[src/rtl/mem_arbiter.sv]
// Two-client arbiter for the main-memory line port: icache and dcache miss handlers
// take turns (round-robin on ties), one outstanding memory transaction at a time.
module mem_arbiter #(
    parameter int ADDR_BITS = 32,
    parameter int LINE_BITS = 128,
    parameter int CNT_BITS  = 32
) (
    input  logic                 clk,
    input  logic                 reset,
    input  logic                 ic_req_in,
    input  logic [ADDR_BITS-1:0] ic_addr_in,
    output logic                 ic_resp_valid_out,
    output logic [LINE_BITS-1:0] ic_rdata_out,
    input  logic                 dc_req_in,
    input  logic                 dc_we_in,
    input  logic [ADDR_BITS-1:0] dc_addr_in,
    input  logic [LINE_BITS-1:0] dc_wdata_in,
    output logic                 dc_resp_valid_out,
    output logic [LINE_BITS-1:0] dc_rdata_out,
    output logic                 mem_req_out,
    output logic                 mem_we_out,
    output logic [ADDR_BITS-1:0] mem_addr_out,
    output logic [LINE_BITS-1:0] mem_wdata_out,
    input  logic                 mem_resp_valid_in,
    input  logic [LINE_BITS-1:0] mem_rdata_in,
    output logic [CNT_BITS-1:0]  ic_grants_out,
    output logic [CNT_BITS-1:0]  dc_grants_out
);

    typedef enum logic [1:0] {
        ST_IDLE = 2'd0,
        ST_WAIT = 2'd1,
        ST_RESP = 2'd2
    } state_t;

    typedef enum logic {
        OWN_IC = 1'b0,
        OWN_DC = 1'b1
    } owner_t;

    state_t                 state_r;
    state_t                 state_s;
    owner_t                 owner_r;
    owner_t                 last_owner_r;
    owner_t                 grant_owner_s;
    logic                   grant_s;
    logic                   fill_s;

    logic                   mem_req_r;
    logic                   mem_we_r;
    logic [ADDR_BITS-1:0]   mem_addr_r;
    logic [LINE_BITS-1:0]   mem_wdata_r;
    logic                   ic_resp_r;
    logic                   dc_resp_r;
    logic [LINE_BITS-1:0]   ic_rdata_r;
    logic [LINE_BITS-1:0]   dc_rdata_r;
    logic [CNT_BITS-1:0]    ic_grants_r;
    logic [CNT_BITS-1:0]    dc_grants_r;

    // Grant decision: requests are only looked at in IDLE; a tie goes to whoever did not win last
    always_comb begin
        grant_s       = 1'b0;
        grant_owner_s = OWN_IC;
        if (state_r == ST_IDLE) begin
            if (ic_req_in && dc_req_in) begin
                grant_s       = 1'b1;
                grant_owner_s = (last_owner_r == OWN_IC) ? OWN_DC : OWN_IC;
            end else if (dc_req_in) begin
                grant_s       = 1'b1;
                grant_owner_s = OWN_DC;
            end else if (ic_req_in) begin
                grant_s       = 1'b1;
                grant_owner_s = OWN_IC;
            end else begin
                grant_s       = 1'b0;
                grant_owner_s = OWN_IC;
            end
        end else begin
            grant_s       = 1'b0;
            grant_owner_s = OWN_IC;
        end
    end

    // Next-state logic; memory responses outside WAIT fall through untouched
    always_comb begin
        state_s = state_r;
        fill_s  = 1'b0;
        case (state_r)
            ST_IDLE: begin
                if (grant_s) begin
                    state_s = ST_WAIT;
                end else begin
                    state_s = ST_IDLE;
                end
            end
            ST_WAIT: begin
                if (mem_resp_valid_in) begin
                    fill_s  = 1'b1;
                    state_s = ST_RESP;
                end else begin
                    state_s = ST_WAIT;
                end
            end
            ST_RESP: state_s = ST_IDLE;
            default: state_s = ST_IDLE;
        endcase
    end

    // State register
    always_ff @(posedge clk) begin
        if (reset) begin
            state_r <= ST_IDLE;
        end else begin
            state_r <= state_s;
        end
    end

    // Transaction latches, response pulses, fill data and grant counters
    always_ff @(posedge clk) begin
        if (reset) begin
            owner_r      <= OWN_IC;
            last_owner_r <= OWN_IC;
            mem_req_r    <= 1'b0;
            mem_we_r     <= 1'b0;
            mem_addr_r   <= {ADDR_BITS{1'b0}};
            mem_wdata_r  <= {LINE_BITS{1'b0}};
            ic_resp_r    <= 1'b0;
            dc_resp_r    <= 1'b0;
            ic_rdata_r   <= {LINE_BITS{1'b0}};
            dc_rdata_r   <= {LINE_BITS{1'b0}};
            ic_grants_r  <= {CNT_BITS{1'b0}};
            dc_grants_r  <= {CNT_BITS{1'b0}};
        end else begin
            ic_resp_r <= 1'b0;
            dc_resp_r <= 1'b0;
            if (grant_s) begin
                owner_r      <= grant_owner_s;
                last_owner_r <= grant_owner_s;
                mem_req_r    <= 1'b1;
                if (grant_owner_s == OWN_DC) begin
                    mem_we_r    <= dc_we_in;
                    mem_addr_r  <= dc_addr_in;
                    mem_wdata_r <= dc_wdata_in;
                    dc_grants_r <= dc_grants_r + CNT_BITS'(1);
                end else begin
                    mem_we_r    <= 1'b0;
                    mem_addr_r  <= ic_addr_in;
                    mem_wdata_r <= {LINE_BITS{1'b0}};
                    ic_grants_r <= ic_grants_r + CNT_BITS'(1);
                end
            end
            if (fill_s) begin
                mem_req_r <= 1'b0;
                // Write-backs return an all-zero line to the owner
                if (owner_r == OWN_DC) begin
                    dc_resp_r  <= 1'b1;
                    dc_rdata_r <= mem_we_r ? {LINE_BITS{1'b0}} : mem_rdata_in;
                end else begin
                    ic_resp_r  <= 1'b1;
                    ic_rdata_r <= mem_we_r ? {LINE_BITS{1'b0}} : mem_rdata_in;
                end
            end
        end
    end

    assign mem_req_out       = mem_req_r;
    assign mem_we_out        = mem_we_r;
    assign mem_addr_out      = mem_addr_r;
    assign mem_wdata_out     = mem_wdata_r;
    assign ic_resp_valid_out = ic_resp_r;
    assign dc_resp_valid_out = dc_resp_r;
    assign ic_rdata_out      = ic_rdata_r;
    assign dc_rdata_out      = dc_rdata_r;
    assign ic_grants_out     = ic_grants_r;
    assign dc_grants_out     = dc_grants_r;

endmodule
[config.mk]
export PLATFORM = sky130hd
export DESIGN_NAME = mem_arbiter
export DESIGN_NICKNAME = d
export VERILOG_FILES = /design/src/rtl/mem_arbiter.sv
export SDC_FILE = /design/constraint.sdc
export NUM_CORES = 1
export LEC_CHECK = 0
export CAP_MARGIN = 20
export CORE_AREA = 2 2 316 318
export DETAILED_ROUTE_END_ITERATION = 10
export DIE_AREA = 0 0 318 320
export MAX_ROUTING_LAYER = met4
export PLACE_DENSITY = 0.48
export SETUP_SLACK_MARGIN = 0.4
export SLEW_MARGIN = 40
export SYNTH_ARGS = -nofsm -noshare
export SYNTH_HDL_FRONTEND = slang
export SYNTH_SLANG_ARGS = --single-unit
export TNS_END_PERCENT = 50
[constraint.sdc]
create_clock -name clk -period 3.6 [get_ports clk]
set_clock_uncertainty 0.05 [all_clocks]
set_input_delay 0.72 -clock clk [delete_from_list [all_inputs] [get_ports clk]]
set_output_delay 0.72 -clock clk [all_outputs]
set_load 0.01 [all_outputs]
==> results by group <==
Outcome
  • Status: finished, final reports clean

Yosys
  • Flops & latches, synth: 487
  • Yosys warnings: 0
  • Yosys top cell area share: 53.70%
  • Syn_area_per_cell: 8.343 sq um
  • Ranking of synthesized cells by area: dfxtp_1, nand2_1, a21oi_1
  • Mapped cell area: 0.01815 sq mm
  • EDFF count, synth: 0
  • Sequential share of the synthesized area: 53.70%
  • Top cell type by total area after synthesis: dfxtp_1
  • Top FF cell, synth: dfxtp_1
  • Post-synth cell types: 45
  • Mapped Cells: 2176
  • Async SR Flop Fraction: 0%
  • Syn_nets: 2504

Worst hold path
  • Worst Hold Launch: ic_rdata_out[127]
  • Worst hold path stage count: 2
  • Hold Path Class: flop to flop
  • Hold Path End: ic_rdata_out[127]

Worst setup path
  • R2r startpoint: state_r[1]
  • Worst r2r dst: ic_grants_out[31]
  • Critical Path AT: 1.76 ns
  • Slowest CP cell: clkdlybuf4s50_1
  • CP Data Required Time: 2.83 ns
  • Startpoint Class: flop
  • CP top delay family: buffers and inverters
  • R2r setup slk: 1.49 ns
  • Crit-path cells: clkdlybuf4s50_1
  • Critical Path End Type: output port
  • Crit path buf inv count: 1
  • Worst Setup SP: mem_we_out
  • Crit path kind: flop to output port
  • Slowest stage delay, CP: 0.71 ns
  • Worst R2R Path Depth: 5
  • CP max FO: 4

Drt
  • Via/cell ratio: 4.236
  • Iteration count of the initial detailed-routing pass: 5
  • Final WL: 84760 microns
  • Routed via count: 18004
  • Final ANT Viol Nets: 0
  • Routed wire per std cell: 19.94 microns
  • DRC viols: 0
  • Drt initial violations: 1254

Layout
  • Commonest non-fill, non-tap cell in the layout: clkdlybuf4s50_1
  • Design area: 0.02975 sq mm
  • Layout cells sized above 1: 5.105%
  • Syn-to-layout area delta: 63.91%
  • Commonest non-fill, non-tap cells in the layout: clkdlybuf4s50_1, nand2_1, dfxtp_1
  • NumNets Final: 3245
  • Final Util: 30.37%
  • Finished Layout Cells: 4250

CTS
  • Clock buffer depth: 3
  • Root buffer cell: clkbuf_16
  • CTS Hold Bufs: 0
  • CTS sink cnt: 487
  • Clock Latency Late Sink: 0.64 ns
  • CTS tree: yes
  • Post-CTS Resized: 0
  • Post-CTS setup buffers: 0
  • Clock transition at path regs: 0.06 ns
  • Num CTS Buffers: 60
  • H-tree levels: 2

Timing
  • RSZ-0062 raised after global routing: false
  • TNS Setup: 0 ns
  • WHS: 0.4019 ns
  • Slew @ Worst Pin: 0.9418 ns
  • Final Hold Viols: 0
  • Slew margin rel.: 37.22%
  • Fin. max-slew vios: 0
  • Final setup margin: 1.069 ns
  • Achievable Freq: 395.2 MHz
  • Final setup vio count: 0
  • Final Critical Period: 2.531 ns
  • Fin crit share: 70.30%

Power and ir drop
  • PwrDens: 461.8 mW/mm^2
  • Leakage: 10.15 nW
  • VDD IR-drop max: 368.1 uV
  • Tot Pwr: 13.74 mW

Global routing
  • Largest net degree at the start of global routing: 128
  • Met2 Use GR: 26.65%
  • Initial antenna violation count: 7
  • Met1 Usage GRT: 18.88%
  • Most used routing layer: met2
  • First-pass GRT wire length: 122000 microns
  • Global Route Usage Sum: 16.32%
  • Vias in the first global route: 17441
  • Grt ovf: 0
  • GRT met3 Usage: 5.775%

Floorplan
  • Core area: 0.09799 sq mm
  • Initial Util: 18.53%
  • Die width: 318 microns
  • IO Count: 810
  • Die ar.: 0.1018 sq mm
  • Row count: 115
  • Die Ht: 320 microns

Place
  • Placed Instance Area: 0.02779 sq mm
  • Final HPWL DP: 61030 microns
  • Setup WS pre-CTS: 0.6735 ns
  • Routability cong.: 0.8442
  • Inst Count DP: 4142
  • Port bufs: 809

Run
  • Number of max-cap violations: 0
report_power, final:
part	switching, mW	internal, mW
clock network	2.48	3.64
logic	0.931	0.961
registers	0.130	5.60
total	3.54	10.2
flip-flops by register name (all words and copies together) (netlist names), 2 cells and up:
signal,count
dc_rdata_out,128
ic_rdata_out,128
mem_wdata_out,128
dc_grants_out,32
ic_grants_out,32
mem_addr_out,32
state_r,2
Yosys cell counts (3+ instances only):
master / instances
clkbuf_1: 135
buf_2: 26
a222oi_1: 32
nand4_1: 26
xor2_1: 20
a22oi_1: 129
o31ai_1: 3
and4_1: 13
and3_1: 6
nand2b_1: 3
nand3_1: 20
nor4_1: 9
nor3_1: 12
or4_1: 3
inv_1: 7
and2_1: 7
a21oi_1: 267
buf_1: 10
xnor2_1: 31
nor2b_1: 129
dfxtp_1: 487
nand2_1: 536
or3_1: 5
o21ai_0: 5
nor2_1: 229
routing by layer:
metal | part of all wire, % | up-vias | wire length, microns
met5 | 0 | - | 0
met4 | 2.0 | 0 | 1710
met3 | 8.8 | 94 | 7449
met2 | 48 | 592 | 41060
met1 | 41 | 8523 | 34540
li1 | - | 8795 | -
cell type report:
type,count,area (sq um)
multi-input cells,1509,7725
fillers,10360,68230
clock buffers,90,1765
diodes,5,12.51
inverters,7,26.28
flip-flops and latches,487,9753
clock inverters,13,186.4
repair buffers,852,8676
well taps,1287,1610
kinds of logic (layout without fill, tap and decap cells):
family,Yosys count,after routing,share of synthesized area (%)
and+or+nand+nor,1013,1013,24.67
DFF,487,487,53.70
AOI/OAI and AO/OA,441,441,14.95
buffers and inverters,180,962,3.963
xor gates and xnor gates,51,51,2.461
adders and majority gates,2,2,0.1378
muxes,2,2,0.1103
other,0,5,0
worst max-delay path by stage:
stage,to,slack [ns],depth (start not counted)
after floorplan,dc_grants_out[0],1.64,7
after global placement,mem_we_out,0.71,6
after detailed placement,mem_wdata_out[123],0.67,6
after CTS,mem_we_out,0.98,1
after global routing,mem_we_out,0.98,1
final,mem_we_out,1.07,1
worst reg2reg max path, stage by stage (launching register included):
cell and delay (ns):
dfxtp_1 0.36, nor2_1 0.40, nand4_2 0.38, nor4_4 0.51, a31o_2 0.21, a21oi_1 0.05
Power figures use the tool's default switching activity.
